==> src/rtl/axi_llc_flush_walker.sv <==
// Walks every (way, index) of the selected LLC ways, asks the tag store to flush each
// line and forwards dirty lines as write-back descriptors. Optional macro: AXI_LLC_FLUSH_STATS_EN.
module axi_llc_flush_walker #(
    parameter int unsigned SetAssociativity = 8,
    parameter int unsigned NumLines         = 256,
    parameter int unsigned TagLength        = 20,
    localparam int unsigned IdxW            = (NumLines > 1) ? $clog2(NumLines) : 1
) (
    input  logic                        clk_i,
    input  logic                        rst_i,
    input  logic                        start_i,
    input  logic [SetAssociativity-1:0] ways_i,
    output logic                        busy_o,
    output logic                        done_o,
    output logic [SetAssociativity-1:0] flushed_o,
    output logic                        req_valid_o,
    input  logic                        req_ready_i,
    output logic [IdxW-1:0]             req_index_o,
    output logic [SetAssociativity-1:0] req_indicator_o,
    input  logic                        res_valid_i,
    output logic                        res_ready_o,
    input  logic                        res_evict_i,
    input  logic [TagLength-1:0]        res_evict_tag_i,
    output logic                        evict_valid_o,
    input  logic                        evict_ready_i,
    output logic [TagLength-1:0]        evict_tag_o,
    output logic [IdxW-1:0]             evict_index_o,
    output logic [SetAssociativity-1:0] evict_way_o,
    output logic [31:0]                 evict_cnt_o
);

    localparam int unsigned W = SetAssociativity;

    typedef enum logic [2:0] {IDLE, REQ, RESP, EVICT, DONE} state_e;

    state_e            state_q, state_d;
    logic [W-1:0]      mask_q;
    logic [W-1:0]      way_q;
    logic [IdxW-1:0]   index_q;
    logic [W-1:0]      flushed_q;
    logic [TagLength-1:0] ev_tag_q;
    logic [IdxW-1:0]   ev_index_q;
    logic [W-1:0]      ev_way_q;

    logic              start_go;
    logic              last_line;
    logic              advance;
    logic [W-1:0]      above_mask;
    logic [W-1:0]      next_way;
    logic [W-1:0]      start_way;

    // Lowest set bit of the mask strictly above the current one-hot way.
    assign above_mask = mask_q & ~(way_q | (way_q - W'(1)));
    assign next_way   = above_mask & (~above_mask + W'(1));
    assign start_way  = ways_i & (~ways_i + W'(1));

    assign start_go  = (state_q == IDLE) && start_i;
    assign last_line = (index_q == IdxW'(NumLines - 1));
    assign advance   = ((state_q == RESP) && res_valid_i && !res_evict_i) ||
                       ((state_q == EVICT) && evict_ready_i);

    always_ff @(posedge clk_i) begin
        if (rst_i) begin
            state_q <= IDLE;
        end else begin
            state_q <= state_d;
        end
    end

    always_comb begin
        state_d = state_q;
        case (state_q)
            IDLE: begin
                if (start_i) begin
                    state_d = (ways_i != '0) ? REQ : DONE;
                end
            end
            REQ: begin
                if (req_ready_i) begin
                    state_d = RESP;
                end
            end
            RESP: begin
                if (res_valid_i) begin
                    if (res_evict_i) begin
                        state_d = EVICT;
                    end else begin
                        state_d = (last_line && (next_way == '0)) ? DONE : REQ;
                    end
                end
            end
            EVICT: begin
                if (evict_ready_i) begin
                    state_d = (last_line && (next_way == '0)) ? DONE : REQ;
                end
            end
            DONE:    state_d = IDLE;
            default: state_d = IDLE;
        endcase
    end

    always_ff @(posedge clk_i) begin
        if (rst_i) begin
            mask_q     <= '0;
            way_q      <= '0;
            index_q    <= '0;
            flushed_q  <= '0;
            ev_tag_q   <= '0;
            ev_index_q <= '0;
            ev_way_q   <= '0;
        end else begin
            if (start_go) begin
                mask_q    <= ways_i;
                way_q     <= start_way;
                index_q   <= '0;
                flushed_q <= '0;
            end
            if ((state_q == RESP) && res_valid_i && res_evict_i) begin
                ev_tag_q   <= res_evict_tag_i;
                ev_index_q <= index_q;
                ev_way_q   <= way_q;
            end
            // A way counts as flushed once its final line has fully retired.
            if (advance) begin
                if (last_line) begin
                    flushed_q <= flushed_q | way_q;
                    index_q   <= '0;
                    way_q     <= next_way;
                end else begin
                    index_q <= index_q + IdxW'(1);
                end
            end
        end
    end

`ifdef AXI_LLC_FLUSH_STATS_EN
    logic [31:0] evict_cnt_q;

    always_ff @(posedge clk_i) begin
        if (rst_i) begin
            evict_cnt_q <= '0;
        end else if (start_go) begin
            evict_cnt_q <= '0;
        end else if ((state_q == EVICT) && evict_ready_i && (evict_cnt_q != 32'hFFFF_FFFF)) begin
            evict_cnt_q <= evict_cnt_q + 32'd1;
        end
    end

    assign evict_cnt_o = evict_cnt_q;
`else
    assign evict_cnt_o = '0;
`endif

    assign busy_o          = (state_q != IDLE);
    assign done_o          = (state_q == DONE);
    assign flushed_o       = flushed_q;
    assign req_valid_o     = (state_q == REQ);
    assign req_index_o     = index_q;
    assign req_indicator_o = way_q;
    assign res_ready_o     = (state_q == RESP);
    assign evict_valid_o   = (state_q == EVICT);
    assign evict_tag_o     = ev_tag_q;
    assign evict_index_o   = ev_index_q;
    assign evict_way_o     = ev_way_q;

endmodule

==> config.mk <==
export PLATFORM = sky130hd
export DESIGN_NAME = axi_llc_flush_walker
export DESIGN_NICKNAME = d
export VERILOG_FILES = /design/src/rtl/axi_llc_flush_walker.sv
export SDC_FILE = /design/constraint.sdc
export NUM_CORES = 1
export LEC_CHECK = 0
export ABC_AREA = 1
export CORE_MARGIN = 10
export CORE_UTILIZATION = 44
export DETAILED_ROUTE_END_ITERATION = 8
export GPL_TIMING_DRIVEN = 0
export HOLD_SLACK_MARGIN = 0.1
export PLACE_DENSITY = 0.89
export SLEW_MARGIN = 0
export SYNTH_ARGS = -nofsm -noshare
export SYNTH_HDL_FRONTEND = slang
export SYNTH_SLANG_ARGS = --single-unit
==> constraint.sdc <==
create_clock -name clk_i -period 2 [get_ports clk_i]
set_input_delay 0.2 -clock clk_i [delete_from_list [all_inputs] [get_ports clk_i]]
set_output_delay 0.2 -clock clk_i [all_outputs]
set_load 0.03 [all_outputs]
# Yosys cells after proc, flatten, opt, wreduce, memory -nomap -nowiden
# Cells that the tools add are included.
# Widths: inputs -> output; s select.
[word_totals]
in_bits = 35
reg_bits = 71
word_cells = 60
[classes]
eq_ne = 9
n_addsub = 4
bitwise_logic = 8
n_reduce_logical = 14
muxes = 17
[op_table]
columns = ["cell", "count"]
rows = [
  ["$mux 8", 9],
  ["$add 8x1->8 const B", 3],
  ["$and 8x8->8", 3],
  ["$not 8->8", 3],
  ["$mux 3", 7],
  ["$or 8x8->8", 2],
  ["$pmux 3 s4", 1],
  ["$eq 8x8->1 const B", 1],
  ["$logic_not 8->1", 1],
  ["$reduce_bool 8->1", 1],
  ["$sub 8x1->8 const B", 1],
  ["$eq 3x2->1 const B", 2],
  ["$logic_and 1x1->1", 6],
  ["$ne 2x1->1 const B", 2],
  ["$ne 2x2->1 const B", 2],
  ["$reduce_and 4->1", 1],
  ["$eq 3x1->1 const B", 1],
  ["$eq 3x3->1 const B", 1],
  ["$logic_not 3->1", 1],
  ["$reduce_bool 3->1", 1],
  ["$reduce_bool 2->1", 1],
  ["$logic_not 1->1", 1],
  ["$logic_or 1x1->1", 1],
]

# Logic depth before layout (Yosys ltp)
# Gate-level depths: netlist (run 1).
[depth]
depth_word = 13
ltp_mapped = 11
mapped_depth_nobuf = 11

# Worst setup path before layout (run 1)
# Ideal clock, no wire load.
[synth_timing]
path_type = "register to register"
startpoint = "register index_q[0] (netlist: req_index_o[0])"
endpoint = "register way_q[7] (netlist: req_indicator_o[7])"
synth_period_minus_slack_ns = 1.807
slack_ns = 0.193
arrival_ns = 1.693
path_stages_with_launch = 9
required_ns = 1.885
cell_sequence = "dfxtp_1 > ha_1 > nand3_1 > nor2_1 > inv_1 > nor2_8 > buf_8 > a21oi_1 > o21a_1"
[synth_between]
elab_chain_cells = 3
[synth_lines]
columns = ["item", "line", "rtl"]
rows = [
  ["start: declaration", "39", "logic [IdxW-1:0] index_q;"],
  ["start signal: assignment", "130", "index_q <= index_q + IdxW'(1);"],
  ["$eq 8x8->1", "58", "assign last_line = (index_q == IdxW'(NumLines - 1));"],
  ["$mux 8", "125", "if (last_line) begin"],
  ["$mux 8", "124", "if (advance) begin"],
  ["end signal: assignment", "114", "way_q <= start_way;"],
  ["end signal: assignment", "128", "way_q <= next_way;"],
  ["end: declaration", "38", "logic [W-1:0] way_q;"],
]
# Every way passes these cells.
# A chain may end at the register's enable or synchronous reset.

# Worst setup path in the final report (run 1)
[layout_timing]
startpoint = "register state_q[1]"
endpoint = "register way_q[7] (netlist: req_indicator_o[7])"
[layout_between]
elab_chain_cells = 5
word_cells_on_any_way = 11
cone_classes = "2 x eq/ne; 3 x mux; 6 x reduce/logical"
[layout_lines]
columns = ["item", "line", "rtl"]
rows = [
  ["start: declaration", "36", "state_e state_q, state_d;"],
  ["start signal: assignment", "66", "state_q <= state_d;"],
  ["$logic_not 3->1 or $eq 3x2->1 (tied branches)", "57, 59", ""],
  ["$logic_and 1x1->1 (on tied branches)", "57, 59", ""],
  ["$mux 8 or $logic_and 1x1->1 (tied branches)", "112, 59", ""],
  ["$mux 8 or $logic_or 1x1->1 (tied branches)", "125, 59", ""],
  ["$mux 8 *", "124", ""],
]
# Mark *: on every way between the ends. The rest lies on a longest branch, timed or not.

==> impl_metrics.ini, run 1 <==
[logic_synthesis]
yosys_warnings = 0
yosysTopAreaCell = dfxtp_1
synth_top_family_by_area = compound AO/OA/AOI/OAI gates
synth_enable_flop_cells = 0
yosys.area_share.simple_pct = 19.6
synthTopCellsByArea = dfxtp_1 (41%), a21oi_1 (9.9%), buf_4 (7.3%)
synth-compound-area-share_pct = 21.2
synth_top_area_share_pct = 41.3
synth-main-ff-cell = dfxtp_1
post_synth.cell_area_avg_sq_um = 7.54
async_flop_share_pct = 0
synth_seq_cells = 70
synth_cells = 450
synth-xor-area-share_pct = 0.258
synth_fa_ha_area_share_pct = 0.369
syn-cell-area_sq_um = 3390
synth_cell_types = 39
synth_mux_area_share_pct = 0
yosysSeqAreaShare_pct = 41.3

[floorplan]
dieArea_sq_um = 11600
ios = 132
rows = 31
initial_utilization_pct = 46.0
fp.dieW_um = 108
fp.dieH_um = 108
core_area_sq_um = 7370

[clock_tree]
cts_tree = done
clock_path_buffers = 2
clkTransAtPathRegs_ns = 0.08
holdBufCountCts = 0
clockRootBuffer = clkbuf_8
htreeDepth = 3
insertion_delay_ns = 0.35
numClockSinks = 70
numCtsBuffers = 9

[timing]
fmax_mhz = 546
tightest_slew_ns = 0.636
maxSlewViolCount = 0
tns_ns = 0
min_period_over_period_pct = 91.5
setup_ws_ns = 0.170
setup_viol = 0
hold_viol = 0
max_slew_margin_pct = 57.6
finClkSkew_ns = 0.00897
period_needed_ns = 1.83
rsz0062_at_grt = false

[global_route]
met1_usage_pct = 19.1
grt_pass1_wl_mm = 16.0
grt_pass1_vias = 3323
met3_usage_pct = 5.21
grt_max_degree = 13
track_usage_pct = 17.1
grt_antenna_before_repair = 0
grt_overflow = 0
grt_busiest_layer = met2
grt_use_met2_pct = 29.3

[critical_path]
critPathLaunchType = flip-flop
crit_arrival_ns = 2.07
required_ns = 2.24
crit_start = state_q[1]
crit_end = req_indicator_o[7]
path_class = reg -> reg
cp_max_fo = 10
crit_family = simple AND/OR/NAND/NOR gates
worstReg2RegEnd = req_indicator_o[7]
cp_num_buf_inv = 3
path_depth = 9
slowest_delay_ns = 0.37
cp_cell_sequence = inv_1 -> nor3_4 -> nand3_1 -> o21ai_4 -> inv_4 -> nor2_8 -> buf_8 -> a21oi_1 -> o21a_1
worst_r2r_path_depth = 9
r2r_slack_ns = 0.17
r2r-start = state_q[1]
slowest_stage = dfxtp_1
endpoint_kind = flip-flop

[drt]
wl_per_cell_um = 14.8
drt_iter0_markers = 247
drt_first_pass_iters = 7
routed_wl_mm = 10.3
drt-vias-per-instance = 5.05
vias = 3508
drc_errors = 0
ant_nets = 0

[finish]
multi_input_area_sq_um = 1530
diodes = 0
drive_gt1_share_pct = 14.1
syn_to_final_growth_pct = 43.8
layout_commonest_cell = clkdlybuf4s50_1
final_area_sq_um = 4880
seq_area_sq_um = 1400
nets = 627
nFillCells = 619
final_cell_mix = clkdlybuf4s50_1 (94), dfxtp_1 (69), a21oi_1 (67)

[power]
irDropWorstVdd_mv = 0.407
p_leak_nw = 1.96
pwr_density_cell_nw_per_um2 = 910

[place]
pre_cts_slack_ns = 0.130
postPlaceCellArea_sq_um = 4620
dp_hpwl_mm = 8.06
place.gp.congestion = 0.863
io_buffers = 99

[hold_path]
worst_hold_path_type = reg -> reg
worstHoldStart = evict_tag_o[1]

[outcome]
status = finished, final reports clean

[job]
drv_cap = 0
sequential cells by signal (all words and copies together), names as in the netlist:
signal,count
evict_way_o,8
evict_index_o,8
req_index_o,8
evict_tag_o,20
req_indicator_o,8
mask_q,7
flushed_o,8
state_q,3
timing repair:
item | CTS | global route
gates resized for setup | 3 | 5
endpoints found under the setup margin | 3 | 5
setup buffers | 0 | 0
cloned | 0 | 0
cell usage after synthesis (2+ instances only):
cell,instances
nor2_1,29
nor3_1,9
o21ai_2,2
nor2_2,2
nand2_1,51
a21oi_2,2
nor3_4,2
o22ai_1,6
buf_4,33
a211oi_1,2
clkbuf_1,13
nor3_2,8
nand3_1,18
o31ai_1,2
nand4_1,5
buf_2,2
nor3b_1,2
dfxtp_1,70
o21ai_0,40
inv_1,62
or2_2,3
a21oi_1,67
a211oi_2,2
inv_2,3
report_power, final:
| group | total, W | switching (W) | internal, W |
|---|---|---|---|
| registers | 0.00163 | 0.000100 | 0.00153 |
| logic | 0.00142 | 0.000921 | 0.000496 |
| clock network | 0.00139 | 0.000532 | 0.000860 |
| total | 0.00444 | 0.00155 | 0.00288 |
worst register-to-register path: cells and delay by family, from the launching register on:
| family | cells | cell delay [ns] |
|---|---|---|
| compound gates | 3 | 0.36 |
| buf+inv | 3 | 0.42 |
| simple gates | 3 | 0.58 |
| flops | 1 | 0.37 |
kinds of logic (layout without fill, tap and decap cells):
family	after synthesis	count (layout)
DFF	70	70
AOI/OAI and AO/OA	129	129
other	1	32
and+or+nand+nor	132	132
buffers and inverters	116	231
adders and majority gates	1	1
xor gates and xnor gates	1	1
per-stage QoR:
step                      util [%]  cells  hold WS (ns)  power (W)
after floorplan                  -    481         0.370    0.00258
after CTS                     66.0    695         0.448    0.00444
after global routing          66.2    695         0.460    0.00464
after global placement        62.7    679         0.431    0.00303
after detailed placement      62.7    679         0.437    0.00307
final                         66.2    695         0.446    0.00444
per-layer routing:
layer	vias up	wire (um)
met5	-	0
met4	0	188
met3	21	1010
met2	189	4850
met1	1600	4260
li1	1698	-
worst min-delay path by stage:
stage / to / slack [ns] / cells past startpoint
2_1_floorplan: mask_q[1] / 0.37 / 2
3_3_place_gp: evict_tag_o[4] / 0.43 / 2
3_5_place_dp: evict_tag_o[17] / 0.44 / 2
4_1_cts: evict_tag_o[17] / 0.45 / 2
5_1_grt: evict_tag_o[1] / 0.46 / 2
6_report: evict_tag_o[1] / 0.45 / 2
cell type report:
class	instances	area share (%)
Buffer	50	6.83
Clock buffer	10	2.82
Clock inverter	6	2.23
Inverter	66	5.13
Multi-Input combinational cell	295	31.3
Sequential cell	70	28.8
Tap cell	99	2.54
Timing Repair Buffer	99	20.3
(Power assumes the default switching activity.)
==> inputs of run 2 (changes only) <==
--- a/config.mk
+++ b/config.mk
@@ -7,11 +7,12 @@
 export LEC_CHECK = 0
 export ABC_AREA = 1
 export CORE_MARGIN = 10
-export CORE_UTILIZATION = 44
+export CORE_UTILIZATION = 50
 export DETAILED_ROUTE_END_ITERATION = 8
+export DONT_BUFFER_PORTS = 1
 export GPL_TIMING_DRIVEN = 0
 export HOLD_SLACK_MARGIN = 0.1
-export PLACE_DENSITY = 0.89
+export PLACE_DENSITY = 0.73
 export SLEW_MARGIN = 0
 export SYNTH_ARGS = -nofsm -noshare
 export SYNTH_HDL_FRONTEND = slang
==> run 2 against run 1 <==
  * Critical path depth is 1 lower
  * Sequential cell count did not move
  * Clock power decreased by 24%
  * Setup slack worse by 0.075 ns
  * Clock skew down 0.0021 ns
  * Via count decreased by 12%
  * Critical path type unchanged
  * Critical endpoint unchanged
  * Largest power group unchanged
==> impl_metrics.ini, run 2 (synthesis results as in run 1) <==
[outcome]
status = finished, final reports clean

[clock_tree]
cts_tree = done
numCtsBuffers = 9
numClockSinks = 70
insertion_delay_ns = 0.34
clockRootBuffer = clkbuf_8
clock_path_buffers = 2
clkTransAtPathRegs_ns = 0.08
htreeDepth = 3

[power]
p_leak_nw = 1.68
irDropWorstVdd_mv = 0.793
pwr_density_cell_nw_per_um2 = 938
power.total_w = 0.00390

[timing]
setup_ws_ns = 0.0954
period_needed_ns = 1.90
rsz0062_at_grt = true
max_slew_margin_pct = 35.4
finClkSkew_ns = 0.00682
hold_viol = 0
tightest_slew_ns = 0.966
setup_viol = 0
whs_ns = 0.109
maxSlewViolCount = 0
min_period_over_period_pct = 95.2
fmax_mhz = 525

[floorplan]
initial_utilization_pct = 52.5
rows = 29
fp.dieW_um = 102
dieArea_sq_um = 10500
ios = 132
core_area_sq_um = 6460
fp.dieH_um = 102

[global_route]
grt_overflow = 0
track_usage_pct = 19.0
grt_pass1_wl_mm = 16.0
grt_antenna_before_repair = 0
grt_max_degree = 14
grt_pass1_vias = 3132

[drt]
drt_iter0_markers = 213
vias = 3103
drt_first_pass_iters = 4
drt-vias-per-instance = 5.12
drc_errors = 0
wl_per_cell_um = 16.5
routed_wl_mm = 9.97
ant_nets = 0

[critical_path]
r2r_slack_ns = 0.1
required_ns = 2.24
crit_arrival_ns = 2.15
path_class = reg -> reg
endpoint_kind = flip-flop
cp_max_fo = 10
worst_r2r_path_depth = 8
r2r-start = state_q[0]
critPathLaunchType = flip-flop
worstReg2RegEnd = req_indicator_o[7]

[finish]
syn_to_final_growth_pct = 22.7
utilization_pct = 64.4
nFillCells = 555
largest_reg_flops = 20
drive_gt1_share_pct = 20.4
fin_cells = 606
diodes = 0
final_cell_mix = a21oi_1 (67), inv_1 (61), dfxtp_1 (57)
layout_commonest_cell = a21oi_1
nets = 560

[place]
pre_cts_slack_ns = -0.128
dp_hpwl_mm = 7.24
placed_cells = 558
io_buffers = 0
place.gp.congestion = 0.873

[job]
drv_cap = 0

[hold_path]
worstHoldStart = ways_i[0]
hold_end = req_indicator_o[1]
hold_depth = 3
worst_hold_path_type = in -> reg
run 2: cell count changes in the layout (fill, tap and decap cells not counted), moves of 3 or more:
cell	previous run	this run
buf_4	33	37
bufinv_16	3	0
dlygate4sd2_1	3	0
dfxtp_2	1	11
dlygate4sd3_1	0	28
dfxtp_1	69	57
clkdlybuf4s50_1	94	0
run 2: area by class of cell:
type / count / area [sq um] / area share, %
buffer: 50 / 344 / 8.27
clock buffer: 10 / 138 / 3.31
clock inverter: 6 / 46.3 / 1.11
inverter: 66 / 250 / 6.02
multi-input combinational: 295 / 1550 / 37.3
sequential: 70 / 1420 / 34.2
tap: 77 / 96.3 / 2.32
timing repair buffer: 32 / 310 / 7.46
run 2: where the power goes:
group	switching, W	internal (W)
clock network	0.000557	0.000490
registers	0.000300	0.00153
logic	0.000704	0.000320
total	0.00156	0.00234
run 2: per-layer routing:
metal / wire length, um / GRT usage (%) / vias up
met5: 0 / 0 / -
met4: 61 / 5.42 / 0
met3: 1080 / 7.22 / 5
met2: 4860 / 33.5 / 121
met1: 3970 / 20.8 / 1407
li1: - / - / 1570
run 2: worst max-delay path by stage:
stage	start	to	slack, ns
after floorplan	req_index_o[0]	req_indicator_o[7]	0.19
after global routing	state_q[0]	flushed_o[7]	-0.05
after CTS	state_q[1]	req_indicator_o[7]	0.008
final	state_q[0]	req_indicator_o[7]	0.1
after detailed placement	state_q[1]	evict_tag_o[12]	-0.13
after global placement	req_index_o[0]	req_indicator_o[7]	-0.13
run 2: what timing repair did:
| item | 4_1_cts | 5_1_grt |
|---|---|---|
| setup buffers | 3 | 1 |
| hold endpoints to repair | 28 | 0 |
| setup endpoints to repair | 53 | 56 |
| resized for setup | 7 | 22 |
| pin swaps | 3 | 2 |
| hold buffers | 28 | 0 |
run 2: critical path: stages, from the launching register on:
cell and delay, ns:
dfxtp_2 0.36, nor3_4 0.57, nand3_2 0.18, o21ai_4 0.12, inv_4 0.11, nor2_8 0.14
buf_12 0.15, a21oi_1 0.06, o21a_1 0.11
run 2: per-stage QoR:
step,TNS [ns],cell area [sq um]
detailed placement,-4.56,3600
CTS,0,4110
finish,0,4160
floorplan,0,3510
global route,-0.383,4160
global placement,-2.37,3600
